File: src/rtl/mc_ctrl_pkg.sv
// Shared encodings for the multi-cycle MIPS main control FSM.
// The MC_JAL_EN macro adds the JALWB state to the state encoding.
package mc_ctrl_pkg;

  localparam logic [5:0] OP_RT   = 6'b000000;
  localparam logic [5:0] OP_LW   = 6'b100011;
  localparam logic [5:0] OP_SW   = 6'b101011;
  localparam logic [5:0] OP_BEQ  = 6'b000100;
  localparam logic [5:0] OP_BNE  = 6'b000101;
  localparam logic [5:0] OP_ADDI = 6'b001000;
  localparam logic [5:0] OP_ANDI = 6'b001100;
  localparam logic [5:0] OP_ORI  = 6'b001101;
  localparam logic [5:0] OP_J    = 6'b000010;
  localparam logic [5:0] OP_JAL  = 6'b000011;

  typedef enum logic [3:0] {
    S_FETCH  = 4'd0,
    S_DECODE = 4'd1,
    S_MEMADR = 4'd2,
    S_MEMRD  = 4'd3,
    S_MEMWB  = 4'd4,
    S_MEMWR  = 4'd5,
    S_EXE    = 4'd6,
    S_ALUWB  = 4'd7,
    S_BR     = 4'd8,
    S_IEX    = 4'd9,
    S_IWB    = 4'd10,
    S_JUMP   = 4'd11,
    S_TRAP   = 4'd12
`ifdef MC_JAL_EN
    , S_JALWB = 4'd13
`endif
  } state_t;

  typedef enum logic [1:0] {
    CAUSE_NONE    = 2'd0,
    CAUSE_ILLEGAL = 2'd1,
    CAUSE_BUS     = 2'd2
  } cause_t;

  localparam logic [2:0] ALU_ADD   = 3'b000;
  localparam logic [2:0] ALU_SUB   = 3'b001;
  localparam logic [2:0] ALU_FUNCT = 3'b010;
  localparam logic [2:0] ALU_AND   = 3'b011;
  localparam logic [2:0] ALU_OR    = 3'b100;

  localparam logic [1:0] PCSRC_ALU = 2'b00;
  localparam logic [1:0] PCSRC_BR  = 2'b01;
  localparam logic [1:0] PCSRC_JMP = 2'b10;
  localparam logic [1:0] PCSRC_EXC = 2'b11;

  localparam logic [1:0] REGDST_RT = 2'b00;
  localparam logic [1:0] REGDST_RD = 2'b01;
  localparam logic [1:0] REGDST_RA = 2'b10;

  localparam logic [1:0] MEMTOREG_ALU = 2'b00;
  localparam logic [1:0] MEMTOREG_MDR = 2'b01;
  localparam logic [1:0] MEMTOREG_PC  = 2'b10;

  localparam logic [1:0] SRCB_REG  = 2'b00;
  localparam logic [1:0] SRCB_FOUR = 2'b01;
  localparam logic [1:0] SRCB_IMM  = 2'b10;
  localparam logic [1:0] SRCB_BOFF = 2'b11;

endpackage

File: src/rtl/mc_control_fsm_watchdog.sv
// Memory stall watchdog: counts stalled cycles in a memory phase and
// pulses timeout once the count reaches MEM_TIMEOUT (0 disables it).
module mc_mem_watchdog #(
  parameter int unsigned MEM_TIMEOUT = 15
) (
  input  logic clk,
  input  logic reset_n,
  input  logic mem_phase,
  input  logic mem_ready,
  input  logic state_change,
  output logic timeout
);

  localparam int unsigned CW = (MEM_TIMEOUT > 1) ? $clog2(MEM_TIMEOUT + 1) : 1;
  localparam logic [CW-1:0] LIMIT = CW'(MEM_TIMEOUT);

  logic [CW-1:0] cnt;
  logic          stalled;

  assign stalled = mem_phase && !mem_ready;
  assign timeout = (MEM_TIMEOUT != 0) && stalled && (cnt == LIMIT);

  always_ff @(posedge clk or negedge reset_n) begin
    if (!reset_n) begin
      cnt <= '0;
    end else if (state_change) begin
      cnt <= '0;
    end else if (stalled && (MEM_TIMEOUT != 0) && (cnt != LIMIT)) begin
      cnt <= cnt + 1'b1;
    end
  end

endmodule

File: src/rtl/mc_control_fsm.sv
// Main control FSM for the multi-cycle MIPS datapath with memory stall
// handshake, watchdog and trap handling. Define MC_JAL_EN to enable JAL.
module mc_control_fsm
  import mc_ctrl_pkg::*;
#(
  parameter int unsigned MEM_TIMEOUT     = 15,
  parameter bit          TRAP_ON_ILLEGAL = 1'b1
) (
  input  logic       clk,
  input  logic       reset_n,
  input  logic [5:0] OPCode,
  input  logic       mem_ready,
  output logic       mem_req,
  output logic       IorD,
  output logic       ALUSrcA,
  output logic       ExtOp,
  output logic [1:0] RegDst,
  output logic [1:0] MemtoReg,
  output logic [1:0] PCSrc,
  output logic [1:0] ALUSrcB,
  output logic [2:0] ALUOp,
  output logic       IRWrite,
  output logic       MemWrite,
  output logic       PCWrite,
  output logic       Branch,
  output logic       BranchNe,
  output logic       RegWrite,
  output logic       illegal_op,
  output logic       bus_err
);

  state_t state, state_next;
  cause_t cause;
  logic   mem_phase;
  logic   timeout;

  assign mem_phase = (state == S_FETCH) || (state == S_MEMRD) || (state == S_MEMWR);

  mc_mem_watchdog #(
    .MEM_TIMEOUT(MEM_TIMEOUT)
  ) u_watchdog (
    .clk          (clk),
    .reset_n      (reset_n),
    .mem_phase    (mem_phase),
    .mem_ready    (mem_ready),
    .state_change (state_next != state),
    .timeout      (timeout)
  );

  always_ff @(posedge clk or negedge reset_n) begin
    if (!reset_n) begin
      state <= S_FETCH;
    end else begin
      state <= state_next;
    end
  end

  always_ff @(posedge clk or negedge reset_n) begin
    if (!reset_n) begin
      cause <= CAUSE_NONE;
    end else if ((state_next == S_TRAP) && (state != S_TRAP)) begin
      cause <= timeout ? CAUSE_BUS : CAUSE_ILLEGAL;
    end
  end

  always_comb begin
    state_next = state;
    case (state)
      S_FETCH: begin
        if (mem_ready)    state_next = S_DECODE;
        else if (timeout) state_next = S_TRAP;
      end
      S_DECODE: begin
        case (OPCode)
          OP_LW, OP_SW:               state_next = S_MEMADR;
          OP_RT:                      state_next = S_EXE;
          OP_BEQ, OP_BNE:             state_next = S_BR;
          OP_ADDI, OP_ANDI, OP_ORI:   state_next = S_IEX;
          OP_J:                       state_next = S_JUMP;
`ifdef MC_JAL_EN
          OP_JAL:                     state_next = S_JALWB;
`endif
          default: state_next = TRAP_ON_ILLEGAL ? S_TRAP : S_FETCH;
        endcase
      end
      S_MEMADR: state_next = (OPCode == OP_LW) ? S_MEMRD : S_MEMWR;
      S_MEMRD: begin
        if (mem_ready)    state_next = S_MEMWB;
        else if (timeout) state_next = S_TRAP;
      end
      S_MEMWR: begin
        if (mem_ready)    state_next = S_FETCH;
        else if (timeout) state_next = S_TRAP;
      end
      S_EXE:   state_next = S_ALUWB;
      S_IEX:   state_next = S_IWB;
      default: state_next = S_FETCH;
    endcase
  end

  always_comb begin
    mem_req    = 1'b0;
    IorD       = 1'b0;
    ALUSrcA    = 1'b0;
    ExtOp      = 1'b0;
    RegDst     = REGDST_RT;
    MemtoReg   = MEMTOREG_ALU;
    PCSrc      = PCSRC_ALU;
    ALUSrcB    = SRCB_REG;
    ALUOp      = ALU_ADD;
    IRWrite    = 1'b0;
    MemWrite   = 1'b0;
    PCWrite    = 1'b0;
    Branch     = 1'b0;
    BranchNe   = 1'b0;
    RegWrite   = 1'b0;
    illegal_op = 1'b0;
    bus_err    = 1'b0;
    case (state)
      S_FETCH: begin
        ALUSrcB = SRCB_FOUR;
        mem_req = 1'b1;
        IRWrite = mem_ready;
        PCWrite = mem_ready;
      end
      S_DECODE: ALUSrcB = SRCB_BOFF;
      S_MEMADR: begin
        ALUSrcA = 1'b1;
        ALUSrcB = SRCB_IMM;
      end
      S_MEMRD: begin
        IorD    = 1'b1;
        mem_req = 1'b1;
      end
      S_MEMWB: begin
        MemtoReg = MEMTOREG_MDR;
        RegWrite = 1'b1;
      end
      S_MEMWR: begin
        IorD     = 1'b1;
        mem_req  = 1'b1;
        // The write is withdrawn in the cycle the watchdog fires.
        MemWrite = !timeout;
      end
      S_EXE: begin
        ALUSrcA = 1'b1;
        ALUOp   = ALU_FUNCT;
      end
      S_ALUWB: begin
        RegDst   = REGDST_RD;
        RegWrite = 1'b1;
      end
      S_BR: begin
        ALUSrcA  = 1'b1;
        ALUOp    = ALU_SUB;
        PCSrc    = PCSRC_BR;
        Branch   = (OPCode == OP_BEQ);
        BranchNe = (OPCode == OP_BNE);
      end
      S_IEX: begin
        ALUSrcA = 1'b1;
        ALUSrcB = SRCB_IMM;
        case (OPCode)
          OP_ANDI: begin ALUOp = ALU_AND; ExtOp = 1'b1; end
          OP_ORI:  begin ALUOp = ALU_OR;  ExtOp = 1'b1; end
          default: begin ALUOp = ALU_ADD; ExtOp = 1'b0; end
        endcase
      end
      S_IWB: RegWrite = 1'b1;
      S_JUMP: begin
        PCSrc   = PCSRC_JMP;
        PCWrite = 1'b1;
      end
`ifdef MC_JAL_EN
      S_JALWB: begin
        PCSrc    = PCSRC_JMP;
        PCWrite  = 1'b1;
        RegDst   = REGDST_RA;
        MemtoReg = MEMTOREG_PC;
        RegWrite = 1'b1;
      end
`endif
      S_TRAP: begin
        PCSrc      = PCSRC_EXC;
        PCWrite    = 1'b1;
        illegal_op = (cause == CAUSE_ILLEGAL);
        bus_err    = (cause == CAUSE_BUS);
      end
      default: ;
    endcase
    // Reset holds FETCH, so its request and enables must be masked here.
    if (!reset_n) begin
      mem_req  = 1'b0;
      IRWrite  = 1'b0;
      MemWrite = 1'b0;
      PCWrite  = 1'b0;
      Branch   = 1'b0;
      BranchNe = 1'b0;
      RegWrite = 1'b0;
    end
  end

endmodule

File: config.mk
export PLATFORM = sky130hd
export DESIGN_NAME = mc_control_fsm
export DESIGN_NICKNAME = d
export VERILOG_FILES = /design/src/rtl/mc_ctrl_pkg.sv /design/src/rtl/mc_control_fsm_watchdog.sv /design/src/rtl/mc_control_fsm.sv
export SDC_FILE = /design/constraint.sdc
export NUM_CORES = 1
export LEC_CHECK = 0
export BUFFER_PORTS_ARGS = -buffer_cell sky130_fd_sc_hd__buf_2
export CORE_MARGIN = 10
export CORE_UTILIZATION = 25
export CTS_CLUSTER_DIAMETER = 60
export DETAILED_ROUTE_END_ITERATION = 10
export PLACE_DENSITY = 0.48
export REMOVE_ABC_BUFFERS = 1
export SLEW_MARGIN = 20
export SYNTH_ARGS = -nofsm -noshare
export SYNTH_HDL_FRONTEND = slang
export SYNTH_SLANG_ARGS = --single-unit
File: constraint.sdc
create_clock -name clk -period 4.2 [get_ports clk]
set_input_delay 0.84 -clock clk [delete_from_list [all_inputs] [get_ports clk]]
set_output_delay 0.84 -clock clk [all_outputs]
set_load 0.02 [all_outputs]
* Word-level counts from Yosys, hierarchy flattened
Index checks and enable logic that the tools add are counted.
W data, S select, Z words.
** Word-level totals
- Register bits after elaboration :: 10
- Bits in latches :: 0
- Memory bits (writable) :: 0
- Memory bits (read-only) :: 0
- Bits of input ports :: 9
- Output and inout port bits :: 23
- Logic and storage cells :: 88
- Memories :: 0
** Cells by class
- $add $sub $neg :: 1
- Multipliers :: 0
- Div/mod/pow operators :: 0
- Magnitude comparators :: 0
- Eq/ne operators :: 27
- Shift-type cells :: 0
- Multiplexer cells :: 36
- Bitwise logic cells :: 0
- Reduce and logical (&&, ||, !) cells :: 21
** Operators with widths (number)
- $eq A4 B4 Y1 const B :: 7
- $pmux W4 S7 :: 1
- $mux W4 :: 6
- $mux W1 :: 21
- $pmux W4 S5 :: 1
- $eq A6 B4 Y1 const B :: 3
- $eq A4 B3 Y1 const B :: 4
- $eq A6 B3 Y1 const B :: 2
- $eq A6 B6 Y1 const B :: 2
- $pmux W2 S3 :: 2
- $reduce_or A2 Y1 :: 6
- $pmux W3 S3 :: 1
- $reduce_or A3 Y1 :: 3
- $eq A4 B2 Y1 const B :: 2
- $ne A4 B4 Y1 const B :: 2
- $eq A6 B2 Y1 const B :: 1
- $logic_not A6 Y1 :: 1
- $pmux W3 S2 :: 1
- $add A4 B1 Y4 const B :: 1
- $eq A4 B1 Y1 const B :: 1
- $logic_and A1 B1 Y1 :: 4
- $logic_not A4 Y1 :: 1
- $ne A4 B4 Y1 :: 1
- $reduce_or A4 Y1 :: 1
- other kinds (8) :: 10

* Logic depth before layout (Yosys ltp)
Gate-level depths: netlist of run 1.
- Word-level depth :: 10
- Gate-level depth with buffers :: 6
- Depth with buffers taken out :: 6

* Modules after synthesis
From an unflattened synthesis of run 1, not the netlist that was laid out.
** Unflattened totals
- Cell total of the unflattened synthesis :: 147
- Area total of the unflattened synthesis :: 1136.1 sq um
** Modules (own cells, without submodules)
- mc_control_fsm :: instances 1, cells each 123, area each 887.1 sq um, sequential area each 150.1 sq um
- mc_mem_watchdog :: instances 1, cells each 24, area each 249.0 sq um, sequential area each 100.1 sq um

* Worst setup path before layout of run 1
No wires, ideal clock.
- Path kind :: input-to-output
- Start :: input port OPCode[1]
- End :: output port BranchNe
- Data arrival time :: 2150 ps
- Required time :: 3360 ps
- Slack :: 1210 ps
- Stages :: 4
- Buffers on the path :: 0
- Cells stage by stage :: or4b_1 > nor2_1 > nand3_1 > nor3b_1
** Between the ends
- Cells in the longest elaborated chain, start to end :: 3
** RTL lines
- start: declaration :: line mc_control_fsm.sv:11 : input logic [5:0] OPCode,
- $eq A6 B3 Y1 :: line mc_control_fsm.sv:158 : BranchNe = (OPCode == OP_BNE);
- $mux W1 :: line mc_control_fsm.sv:119 : case (state)
- $mux W1 :: line mc_control_fsm.sv:192 : if (!reset_n) begin
- end: declaration :: line mc_control_fsm.sv:26 : output logic BranchNe,
Every way passes these cells.

* Worst setup path in the final report of run 1
- Start :: register state[2]
- End :: output port MemWrite
** Between the ends
- Cells in the longest elaborated chain, start to end :: 8
- Elaborated cells on any way between the ends :: 10
- Classes of those cells :: eq/ne (2); mux (2); reduce/logical (6)
** RTL lines
- start: declaration :: line mc_control_fsm.sv:32 : state_t state, state_next;
- start signal: assignment :: line mc_control_fsm.sv:54 : state <= state_next;
- $eq A4 B2 Y1 or $logic_not A4 Y1 (tied branches) :: line mc_control_fsm.sv:37 : assign mem_phase = (state == S_FETCH) || (state == S_MEMRD) || (state == S_MEMWR);
- $logic_or A1 B1 Y1 (2 in a row) :: line mc_control_fsm.sv:37
- $logic_and A1 B1 Y1 :: line mc_control_fsm_watchdog.sv:20 : assign stalled = mem_phase && !mem_ready;
- $logic_and A1 B1 Y1 :: line mc_control_fsm_watchdog.sv:21 : assign timeout = (MEM_TIMEOUT != 0) && stalled && (cnt == LIMIT);
- $logic_not A1 Y1 :: line mc_control_fsm.sv:143 : MemWrite = !timeout;
- $mux W1 * :: line mc_control_fsm.sv:119
- $mux W1 * :: line mc_control_fsm.sv:192
- end: declaration :: line mc_control_fsm.sv:23 : output logic MemWrite,
Every way passes the cells marked *; elsewhere a longest branch is shown, timed or not.

==> reports/metrics.cfg, run 1 <==
[sta]
drv_slew = 0
period_needed_ns = 3.03
tns_ns = 0
finalSetupViolCount = 0
fmax_mhz = 330
rsz0062_at_grt = no
hold_violations = 0
skew_ns = 0.00259
timing.hold.ws_ns = 0.501
tightest_slew_ns = 0.669
min_period_over_period_pct = 72.2
slew_headroom_pct = 55.4

[global_route]
grt_pass1_vias = 966
antenna_found_initial = 0
grt_overflow = 0
track_usage_pct = 8.39
grt_pass1_wl_mm = 4.55
grt_max_degree = 22

[drt]
drc = 0
drt_iter0_markers = 75
ant_nets = 0
avgRoutedWirePerCell_um = 14.3
drt_wl_total_mm = 2.75
drtPass1Iterations = 4
via_count = 969
viasPerCell = 5.05

[setup_path]
required_ns = 3.36
path_depth = 6
critPathLaunchType = flip-flop
crit_chain = xor2_1 -> o22ai_2 -> or4bb_1 -> inv_1 -> nor2_1 -> buf_2
cp-end-kind = primary output
max_stage_delay_ns = 0.77
crit_slowest_cell = dfrtp_1
cp_max_fo = 21
reg2reg_from = state[2]
reg2reg_slack_ns = 2.18
critPathBufInv = 2
crit_path_end = MemWrite
crit_family = flip-flops
r2r.worst_path.cells = 5
worstPathArrival_ns = 2.19
startpoint = state[2]
path_class = flip-flop to primary output
r2r-end = cause[1]

[clock_network]
post_cts.repair.setup_buffers = 0
clk_latency_ns = 0.23
htree_levels = 1
cts_hold_buf = 0
cts_tree = built
ctsLongestPathBuffers = 2
clkTransAtPathRegs_ns = 0.05
cts_resized = 0
cts_buffers = 3
clock-sinks = 10
cts_root_buf = clkbuf_8

[layout]
fin_area_um2 = 1150
mostFrequentLayoutCells = buf_2 (29), nor2_1 (11), dfrtp_1 (10), nand2_1 (9), nor3_1 (7)
final_nets = 155
antennaDiodeCount = 0
drive_above_1_share_pct = 27.1
synthToLayoutAreaGrowth_pct = 21.2
final_common_cell = buf_2

[flow_run]
drv_cap = 0

[floorplanning]
fp.dieH_um = 81.5
boundaryPins = 32
die_w_um = 81.5
design.core.area_um2 = 3660
num_rows = 22
die-area_um2 = 6640
initial_core_util_pct = 25.8

[yosys]
ys_warn_count = 0
ys_seq_area_share_pct = 26.5
synth_seq_cells = 10
synthFlopType = dfrtp_1
syn_avg_cell_area_um2 = 7.95
synth_area_um2 = 946
synthArstFlopShare_pct = 100
synth_edf_count = 0
synth_cells = 119
synth.distinct_cells = 47

[place]
dpl_cell_area_um2 = 1090
dp_hpwl_mm = 2.12
gp_congestion = 0.740
io_buffers = 29

[power_and_ir_drop]
p_leak_nw = 0.550
powerDensity_nw_per_um2 = 572
design_power_total_mw = 0.656
ir_worst_vdd_v = 0.000268

[hold_path]
hold_path_class = flip-flop to flip-flop

[status]
status = finished, final reports clean

worst reg2reg max path, delay by kind of cell, from the launching register on:
family / cells / cell delay, ns
AND/OR/NAND/NOR: 1 / 0.28
flip-flops: 1 / 0.77
AO/OA/AOI/OAI: 4 / 0.86
how the worst min path moves through the flow:
| stage | from | endpoint | slack (ns) | depth (start not counted) |
|---|---|---|---|---|
| 2_1_floorplan | u_watchdog.cnt[3] | u_watchdog.cnt[3] | 0.45 | 1 |
| 3_3_place_gp | u_watchdog.cnt[3] | u_watchdog.cnt[3] | 0.48 | 1 |
| 3_5_place_dp | u_watchdog.cnt[3] | u_watchdog.cnt[3] | 0.48 | 1 |
| 4_1_cts | u_watchdog.cnt[3] | u_watchdog.cnt[3] | 0.49 | 1 |
| 5_1_grt | reset_n | state[1] | 0.52 | 1 |
| 6_report | u_watchdog.cnt[3] | u_watchdog.cnt[3] | 0.50 | 1 |
cell usage after synthesis (all sizes together), types with 2 or more instances:
cell	count	area share [%]
a21o	2	1.6
a2111oi	2	2.0
clkbuf	3	1.2
buf	6	5.6
nor2	11	4.4
and2	4	2.6
a31oi	4	2.6
xor2	2	1.9
nand2	10	4.2
nand3	6	3.2
inv	3	1.2
o21ai	4	2.1
o31ai	2	1.6
dfrtp	10	26
nor3b	5	4.0
nor3	7	3.7
nor2b	4	2.6
o22ai	3	2.6
a21oi	2	1.1
nand2b	6	4.0
through the flow:
| step | cells | util [%] | setup slack (ns) |
|---|---|---|---|
| floorplan | 111 | - | 1.21 |
| global placement | 188 | 29.8 | 1.21 |
| detailed placement | 188 | 29.8 | 1.18 |
| CTS | 192 | 31.3 | 1.17 |
| global route | 192 | 31.3 | 1.01 |
| finish | 192 | 31.3 | 1.17 |
state kept, by name (all words and copies together), names as in the netlist:
name	flops
u_watchdog.cnt	4
state	4
cause	2
routing by layer:
metal | GRT usage (%) | up-vias | part of all wire [%]
met3 | 2.29 | 2 | 5.1
met1 | 9.98 | 460 | 45
met2 | 14.4 | 23 | 49
met4 | 2.42 | 0 | 0.91
li1 | - | 484 | -
met5 | 0 | - | 0
report_power, final:
part           total, mW  internal, mW  switching, mW  leakage [nW]
registers          0.196         0.121         0.0753         0.131
clock network      0.120        0.0824         0.0375        0.0288
logic              0.339         0.135          0.204         0.390
total              0.656         0.339          0.317         0.550
kinds of logic (layout without fill, tap and decap cells):
group           after synthesis  count (layout)  share of synthesized area, %
compound gates               27              27                          21.7
simple gates                 64              64                          38.4
fa+ha+maj                     1               1                          1.32
xor+xnor                      3               3                          2.78
other cells                   1               2                         0.396
flops                        10              10                          26.5
buf+inv                      12              36                          7.94
mux                           1               1                          1.06
cell type report:
type	count	area [um2]
Clock buffer	4	55.1
Fill cell	400	2510
Inverter	3	11.3
Multi-Input combinational cell	98	624
Sequential cell	10	250
Tap cell	48	60.1
Timing Repair Buffer	29	145
Power figures use the tool's default switching activity.
==> run 2, diff against run 1 <==
PLACE_DENSITY = 0.5   (was 0.48)
clock period = 2.6 ns   (was 4.2 ns; I/O delays follow)
==> run 2 against run 1 <==
Effect of this change: combinational power up 84%; count of clock-buffer cells in the layout stayed put; utilization rose by 0.72 points; non-clock buffer count is 3 higher; wire length shrank 2.1%; first-iteration DRC count increased by 52%; sequential cell count is the same; critical path depth unchanged; design area up 2.3%; sequential share of layout area fell by 0.49 points; critical path type unchanged.
==> reports/metrics.cfg, run 2 (same netlist as run 1, synthesis figures left out) <==
[clock_network]
cts_hold_buf = 0  ; unchanged
htree_levels = 1  ; unchanged
clk_latency_ns = 0.23  ; about the same
clock-sinks = 10  ; unchanged
cts_buffers = 3  ; unchanged
ctsLongestPathBuffers = 2  ; unchanged
cts_root_buf = clkbuf_8  ; unchanged
post_cts.repair.setup_buffers = 0  ; unchanged
cts_tree = built  ; unchanged
clkTransAtPathRegs_ns = 0.05  ; about the same

[global_route]
antenna_found_initial = 0  ; unchanged
track_usage_pct = 8.01  ; was 8.39%
grt_overflow = 0  ; unchanged
grt_pass1_wl_mm = 4.40  ; was 4.55 mm
grt_pass1_vias = 928  ; was 966
grt_max_degree = 18  ; was 22

[setup_path]
critPathLaunchType = flip-flop  ; unchanged
cp_max_fo = 4  ; was 21
path_depth = 6  ; unchanged
cp-end-kind = primary output  ; unchanged
required_ns = 2.08  ; was 3.36 ns
crit_slowest_cell = or4bb_4  ; was dfrtp_1
path_class = flip-flop to primary output  ; unchanged
crit_chain = ha_1 -> and3_1 -> or4bb_4 -> inv_1 -> nor2_1 -> buf_2  ; was xor2_1 -> o22ai_2 -> or4bb_1 -> inv_1 -> nor2_1 -> buf_2
r2r.worst_path.cells = 6  ; was 5
reg2reg_from = u_watchdog.cnt[0]  ; was state[2]
critPathBufInv = 2  ; unchanged
worstPathArrival_ns = 2.01  ; was 2.19 ns
startpoint = u_watchdog.cnt[0]  ; was state[2]
crit_family = simple AND/OR/NAND/NOR gates  ; was flip-flops
max_stage_delay_ns = 0.57  ; was 0.77 ns

[drt]
drc = 0  ; unchanged
avgRoutedWirePerCell_um = 13.8  ; was 14.3 um
viasPerCell = 5.11  ; was 5.05
ant_nets = 0  ; unchanged
drt_wl_total_mm = 2.69  ; was 2.75 mm
drt_iter0_markers = 114  ; was 75
drtPass1Iterations = 4  ; unchanged
via_count = 997  ; was 969

[layout]
antennaDiodeCount = 0  ; unchanged
multi_input_area_um2 = 628  ; was 624 um2
final_common_cell = buf_2  ; unchanged
instances_no_fill = 195  ; was 192
final_util_pct = 32.0  ; was 31.3%
drive_above_1_share_pct = 29.3  ; was 27.1%
fillers = 417  ; was 400
reg.largest.list = state x4, u_watchdog.cnt x4, cause x2  ; unchanged
final_nets = 158  ; was 155
seq_area_um2 = 250  ; unchanged
synthToLayoutAreaGrowth_pct = 23.9  ; was 21.2%
fin_area_um2 = 1170  ; was 1150 um2
mostFrequentLayoutCells = buf_2 (29), nor2_1 (11), dfrtp_1 (10), nand2_1 (9), nor3_1 (7)  ; unchanged

[floorplanning]
boundaryPins = 32  ; unchanged
initial_core_util_pct = 25.8  ; unchanged
fp.dieH_um = 81.5  ; unchanged
die-area_um2 = 6640  ; unchanged
num_rows = 22  ; unchanged
design.core.area_um2 = 3660  ; unchanged
die_w_um = 81.5  ; unchanged

[sta]
min_period_over_period_pct = 97.2
tns_ns = 0  ; unchanged
hold_violations = 0  ; unchanged
rsz0062_at_grt = no  ; unchanged
slew_headroom_pct = 54.1  ; was 55.4%
timing.hold.ws_ns = 0.175  ; was 0.501 ns
layout_setup_ws_ns = 0.0724  ; was 1.17 ns
tightest_slew_ns = 0.679  ; was 0.669 ns
period_needed_ns = 2.53
fmax_mhz = 396
drv_slew = 0  ; unchanged
skew_ns = 0.00268  ; was 0.00259 ns
finalSetupViolCount = 0  ; unchanged

[power_and_ir_drop]
p_clk_share_pct = 17.5  ; was 18.3%
ir_worst_vdd_v = 0.000264  ; was 0.000268 V
pwr-share-comb_pct = 57.8  ; was 51.8%
power_switching_mw = 0.512  ; was 0.317 mW
powerDensity_nw_per_um2 = 923  ; was 572 nW/um2
p_leak_nw = 0.567  ; was 0.550 nW
p_sw_share_pct = 47.3  ; was 48.3%
internal_power_mw = 0.570  ; was 0.339 mW
pwr-share-seq_pct = 24.7  ; was 29.9%
design_power_total_mw = 1.08  ; was 0.656 mW

[place]
dpl_cell_area_um2 = 1110  ; was 1090 um2
dp.cells = 191  ; was 188
pre_cts_slack_ns = 0.219  ; was 1.18 ns
dp_hpwl_mm = 2.17  ; was 2.12 mm
gp_congestion = 0.787  ; was 0.740
io_buffers = 29  ; unchanged

[flow_run]
drv_cap = 0  ; unchanged

[status]
status = finished, final reports clean  ; unchanged

[hold_path]
hold_path_class = primary input to asynchronous set/reset pin  ; was flip-flop to flip-flop

-- run 2: cell types whose count changed in the layout (fill, tap and decap cells not counted), sizes merged --
| cell | change |
|---|---|
| buf | +3 |
-- run 2: layout make-up --
type	instances	share of cell area (%)
multi-input cells	98	53.6
well taps	48	5.12
inverters	3	0.961
repair buffers	32	14.3
clock buffers	4	4.70
flip-flops and latches	10	21.3
-- run 2: power groups by stage --
stage                     Combinational, mW  Clock (mW)  Sequential [mW]
after floorplan                       0.395           0            0.283
after global placement                0.630           0            0.267
after detailed placement              0.633           0            0.268
after CTS                             0.636       0.196            0.266
after global routing                  0.697       0.206            0.278
final                                 0.625       0.190            0.267
-- run 2: repair_timing --
item / 4_1_cts / 5_1_grt
setup endpoints to repair: 0 / 1
endpoints found under the hold margin: 0 / 0
gates resized for setup: 0 / 1
-- run 2: path summary, 6_finish.rpt --
check / endpoint / slack [ns]
worst min register to register: u_watchdog.cnt[3] / 0.50
worst min-delay path: u_watchdog.cnt[1] / 0.18
min in group clk: u_watchdog.cnt[3] / 0.50
worst max-delay path: MemWrite / 0.07
max in group asynchronous: cause[0] / 2.18
worst max register to register: cause[1] / 0.58
-- run 2: metal layers --
metal	GRT usage, %	vias up	wire [um]
li1	-	493	-
met2	13.0	31	1240
met3	2.07	4	263
met4	3.11	0	27
met5	0	-	0
met1	9.86	469	1160
